==> src/rtl/register_file.sv <==
// Architectural register file for the 16-bit single-cycle MIPS datapath: two combinational
// read ports, one registered write port, a debug read port. Optional macro: REGFILE_BYPASS_EN.
module register_file #(
    parameter int          N       = 16,
    parameter int          ADDR_W  = 3,
    parameter int          SP_IDX  = 7,
    parameter logic [N-1:0] SP_INIT = 16'h00FE
) (
    input  logic              clk,
    input  logic              rst,
    input  logic [ADDR_W-1:0] ra_addr,
    output logic [N-1:0]      ra_data,
    input  logic [ADDR_W-1:0] rb_addr,
    output logic [N-1:0]      rb_data,
    input  logic              we,
    input  logic [ADDR_W-1:0] wa_addr,
    input  logic [N-1:0]      wd_data,
    input  logic [ADDR_W-1:0] dbg_addr,
    output logic [N-1:0]      dbg_data
);

    localparam int REGS = 2 ** ADDR_W;

    logic [N-1:0] regs [REGS];
    logic         wr_valid;
    logic [N-1:0] ra_stored;
    logic [N-1:0] rb_stored;

    assign wr_valid = we && (wa_addr != '0);

    // Reset wins over a same-cycle write; the stack pointer comes out of reset pre-loaded.
    always_ff @(posedge clk) begin
        if (rst) begin
            for (int i = 0; i < REGS; i++) begin
                regs[i] <= (i == SP_IDX) ? SP_INIT : '0;
            end
        end else if (wr_valid) begin
            regs[wa_addr] <= wd_data;
        end
    end

    always_comb begin
        ra_stored = (ra_addr == '0) ? '0 : regs[ra_addr];
        rb_stored = (rb_addr == '0) ? '0 : regs[rb_addr];
        dbg_data  = (dbg_addr == '0) ? '0 : regs[dbg_addr];
    end

`ifdef REGFILE_BYPASS_EN
    // Write-first: forward the incoming write data to a read port that addresses the same register.
    always_comb begin
        ra_data = (wr_valid && (ra_addr == wa_addr)) ? wd_data : ra_stored;
        rb_data = (wr_valid && (rb_addr == wa_addr)) ? wd_data : rb_stored;
    end
`else
    always_comb begin
        ra_data = ra_stored;
        rb_data = rb_stored;
    end
`endif

`ifndef SYNTHESIS
    always_ff @(posedge clk) begin
        if (we) begin
            assert (!$isunknown({wa_addr, wd_data}))
            else $error("register_file: write with unknown address or data");
        end
    end
`endif

endmodule

==> config.mk <==
export PLATFORM = sky130hd
export DESIGN_NAME = register_file
export DESIGN_NICKNAME = d
export VERILOG_FILES = /design/src/rtl/register_file.sv
export SDC_FILE = /design/constraint.sdc
export NUM_CORES = 1
export LEC_CHECK = 0
export CAP_MARGIN = 30
export CORE_UTILIZATION = 57
export DETAILED_ROUTE_END_ITERATION = 7
export GPL_ROUTABILITY_DRIVEN = 0
export PLACE_DENSITY = 0.87
export SYNTH_ARGS = -nofsm -noshare
export SYNTH_HDL_FRONTEND = slang
export SYNTH_SLANG_ARGS = --single-unit
==> constraint.sdc <==
create_clock -name clk -period 2.65 [get_ports clk]
set_clock_uncertainty 0.15 [all_clocks]
set_input_delay 0.53 -clock clk [delete_from_list [all_inputs] [get_ports clk]]
set_output_delay 0.53 -clock clk [all_outputs]
set_load 0.02 [all_outputs]
# [After elaboration in Yosys (flattened, before gate mapping)]
# Memories as Yosys holds them, arrays and structs flattened.
# Index checks and enable logic that the tools add are counted.
[op_classes] reduce_logical=6 muxes=11
[op_table] cell="$mux W16" count=4
[op_table] cell="$reduce_or A16 Y1" count=1
[op_table] cell="$logic_not A3 Y1" count=3
[op_table] cell="$mux W1" count=6
[op_table] cell="$mux W3" count=1
[op_table] cell="$reduce_bool A3 Y1" count=1
[op_table] cell="$logic_and A1 B1 Y1" count=1
[totals] mem_bits_rw=128 output_inout_bits=48 reg_bits=0 memories=1
[memory_table] memory="regs" words=8 word_bits=16 rd=3 rd_ports_with_merged_regs=0 write_ports=8 line_no="24" rtl="logic [N-1:0] regs [REGS];"

# [Depth between registers and ports, before layout]
[depth] word_depth=7 ltp_mapped=6

# [Worst setup path after synthesis]
# OpenSTA, ideal clock, no wires.
[synth_timing] path_type="input -> output" startpoint="input ra_addr[1]" endpoint="output ra_data[10]" arrival_ps=1755 required_ps=1970 cell_stages=5 path_slack_ps=215 cell_sequence="buf_2 and2_1 buf_2 buf_4 a221oi_1"
[synth_between] elab_chain_cells=2
[synth_rtl] item="from (decl)" line_no="11" rtl="input logic [ADDR_W-1:0] ra_addr,"
[synth_rtl] item="$mem_v2 Z8 W16 / $logic_not A3 Y1 (equally long branches)"
[synth_rtl] item="$mux W16 *" line_no="43" rtl="ra_stored = (ra_addr == '0) ? '0 : regs[ra_addr];"
[synth_rtl] item="to (decl)" line_no="12" rtl="output logic [N-1:0] ra_data,"
# Every way passes the cells marked *; elsewhere a longest branch is shown, timed or not.

# [Worst setup path after layout]
[layout_timing] startpoint="input rb_addr[0]" endpoint="output rb_data[13]"
[layout_between] elab_chain_cells=2
[layout_rtl] item="from (decl)" line_no="13" rtl="input logic [ADDR_W-1:0] rb_addr,"
[layout_rtl] item="$mem_v2 Z8 W16 / $logic_not A3 Y1 (equally long branches)"
[layout_rtl] item="$mux W16 *" line_no="44" rtl="rb_stored = (rb_addr == '0) ? '0 : regs[rb_addr];"
[layout_rtl] item="to (decl)" line_no="14" rtl="output logic [N-1:0] rb_data,"
# Marked as above.

==> flow_summary.yaml <==
power_and_ir_drop:
  swShare_pct: 28.3
  pwr-share-clk_pct: 30.5
  p_sw_w: 0.00133
  seqPwrFrac_pct: 46.2
  p_int_w: 0.00338
  vdd_drop_max_v: 0.000311
  power_density_mw_per_mm2: 517
  p_comb_share_pct: 23.3
  cellLeakagePower_nw: 3.52
setup_path:
  cp.required_ps: 1970
  arrival_ps: 1990
  crit_path_start: "rb_addr[0]"
  max_stage_delay_ps: 380
  crit_fanout: 14
  crit_type: "in -> out"
  crit_chain: "buf_2, buf_12, mux2_2, a221oi_1, a221oi_1, buf_2"
  endpoint: "rb_data[13]"
  crit_path_start_kind: "input pin"
  cp-end-kind: "primary output"
  cp_slowest_cell: "a221oi_1"
yosys:
  synth_area_sq_mm: 0.00711
  synth.most_common_cell: "edfxtp_1"
  synth_common_cells: "112 x edfxtp_1, 101 x and2_1, 80 x mux2i_1"
  ys_ff_latch: 112
  synth-edff-count: 112
  yosysTopAreaCell: "edfxtp_1"
  syn_nets: 601
  avgSynthCellArea_sq_um: 12.5
  synth_cell_types: 33
  synthArstFlopShare_pct: 0
  synth_flop_cell: "edfxtp_1"
  synthTopCellsByArea: "edfxtp_1 47%, mux2i_1 11%, a221oi_1 9.1%"
  synthCells: 570
  synth_top_cell_area_share_pct: 47.3
  ys_warn_count: 0
  synth_seq_area_share_pct: 47.3
grt:
  grt_use_total_pct: 36.1
  grt_pass1_vias: 6088
  overflow: 0
  grt_first_pass_wirelength_mm: 34.1
  grt_max_degree: 23
  antenna_found_initial: 0
routing:
  routed-via-count: 6193
  ant_nets: 0
  via_per_inst: 7.10
  wirelength_mm: 23.3
  drc: 0
  wl_per_cell_um: 26.8
  first_pass_iters: 6
  drtIter0Drc: 1022
finish:
  reg_top3: "regs x112"
  largest_reg_flops: 112
  drive_above_1_share_pct: 38.2
  multi_input_area_sq_mm: 0.00366
  num-fill-cells: 687
  final_nets: 730
  area_growth_pct: 28.0
  largest_register: "regs"
  antenna_cells: 0
  regArea_sq_mm: 0.00336
run_status:
  violations: "negative setup slack"
  outcome: "finished with violations"
floorplan:
  core.rowCount: 40
  die_h_um: 114
  io_pins: 79
  fp.coreArea_sq_mm: 0.0121
  die_w_um: 114
  start_util_pct: 58.9
  die-area_sq_mm: 0.0129
min_path:
  hold_start: "wd_data[5]"
  hp-class: "in -> reg"
clock_tree:
  clockRootBuffer: "clkbuf_16"
  hold_buffers: 0
  clk_pin_slew_ps: 70
  numCtsBuffers: 9
  htreeDepth: 3
  ctsLongestPathBuffers: 2
  cts_tree: "done"
  cts_sinks: 112
timing:
  relSlewSlack_pct: 60.8
  hold_viol: 0
  finalCriticalPeriod_ps: 2670
  tightest_slew_ps: 589
  slew_viol_final: 0
  hold_slack_ps: 821
  period_share_pct: 101
  fmax_ghz: 0.375
  setup_violations: 2
  fin_tns_setup_ps: -18.4
  setup_slack_ps: -18.0
run:
  cap_viol_max_count: 0
placement:
  dp_hpwl_mm: 14.5
  port_buffers: 78
==> layout by cell type, fill, tap and decap left out, types with 10 or more instances in the layout <==
cell,Yosys,final
buf_6,14,10
clkbuf_16,0,10
nor2b_1,19,16
a311oi_1,16,14
buf_12,0,15
buf_2,14,35
clkdlybuf4s15_2,0,11
mux2i_1,80,80
mux2_2,48,48
edfxtp_1,112,112
buf_4,11,71
a221oi_2,1,26
clkdlybuf4s50_1,0,21
and2_1,101,99
a211oi_1,17,15
a221oi_1,74,45
==> layer usage <==
metal / up-vias / track usage (%) / wire [um]
met1: 2969 / 45.1 / 8230
met2: 588 / 58.7 / 11100
met5: - / 0 / 0
met3: 137 / 6.16 / 2680
met4: 0 / 22.0 / 1300
li1: 2499 / - / -
==> power groups by stage <==
stage          registers, W  logic, W  clock network, W
4_1_cts             0.00216   0.00104           0.00141
5_1_grt             0.00218   0.00114           0.00149
3_5_place_dp        0.00219   0.00104                 0
6_report            0.00217   0.00110           0.00144
2_1_floorplan       0.00216  0.000576                 0
3_3_place_gp        0.00218   0.00101                 0
==> worst min-delay path by stage <==
stage | to | slack, ps | depth (start not counted)
finish | regs[5][5] | 820 | 2
global route | regs[3][5] | 840 | 2
CTS | regs[5][5] | 820 | 2
detailed placement | regs[7][5] | 1170 | 2
global placement | regs[7][5] | 1140 | 2
floorplan | regs[7][1] | 560 | 1
==> area by class of cell <==
type	instances	share of cell area (%)
clock buffers	9	2.47
repair buffers	173	17.0
clock inverters	7	0.935
inverters	2	0.0825
flip-flops and latches	112	37.0
multi-input cells	401	40.2
well taps	168	2.31
==> kinds of logic after synthesis <==
family / count (synthesis) / share of synthesized area [%]
buffers and inverters: 57 / 5.35
DFF: 112 / 47.3
AOI/OAI and AO/OA: 114 / 13.7
muxes: 128 / 18.9
and+or+nand+nor: 159 / 14.8
==> per-stage QoR <==
stage	std cells	cell area (sq um)	total power [W]	setup slack [ps]	util, %
finish	872	9100	0.00471	-18.0	75.4
detailed placement	849	8550	0.00323	-692	70.9
global placement	849	8550	0.00319	-673	70.9
floorplan	570	7110	0.00273	215	-
global route	872	9100	0.00481	-62.2	75.4
CTS	868	9010	0.00461	-2.16	74.7
==> worst max-delay path, delay by kind of cell <==
| kind | cells | cell delay (ps) |
|---|---|---|
| buffers and inverters | 3 | 620 |
| multiplexers | 1 | 360 |
| AO/OA/AOI/OAI | 2 | 470 |
==> timing repair <==
action | 4_1_cts | 5_1_grt
setup endpoints to repair | 48 | 29
pin swaps | 4 | 3
resized for setup | 264 | 17
cloned | 0 | 1
buffers inserted | 3 | 3
No activity file was read; power rests on OpenSTA's default activity.
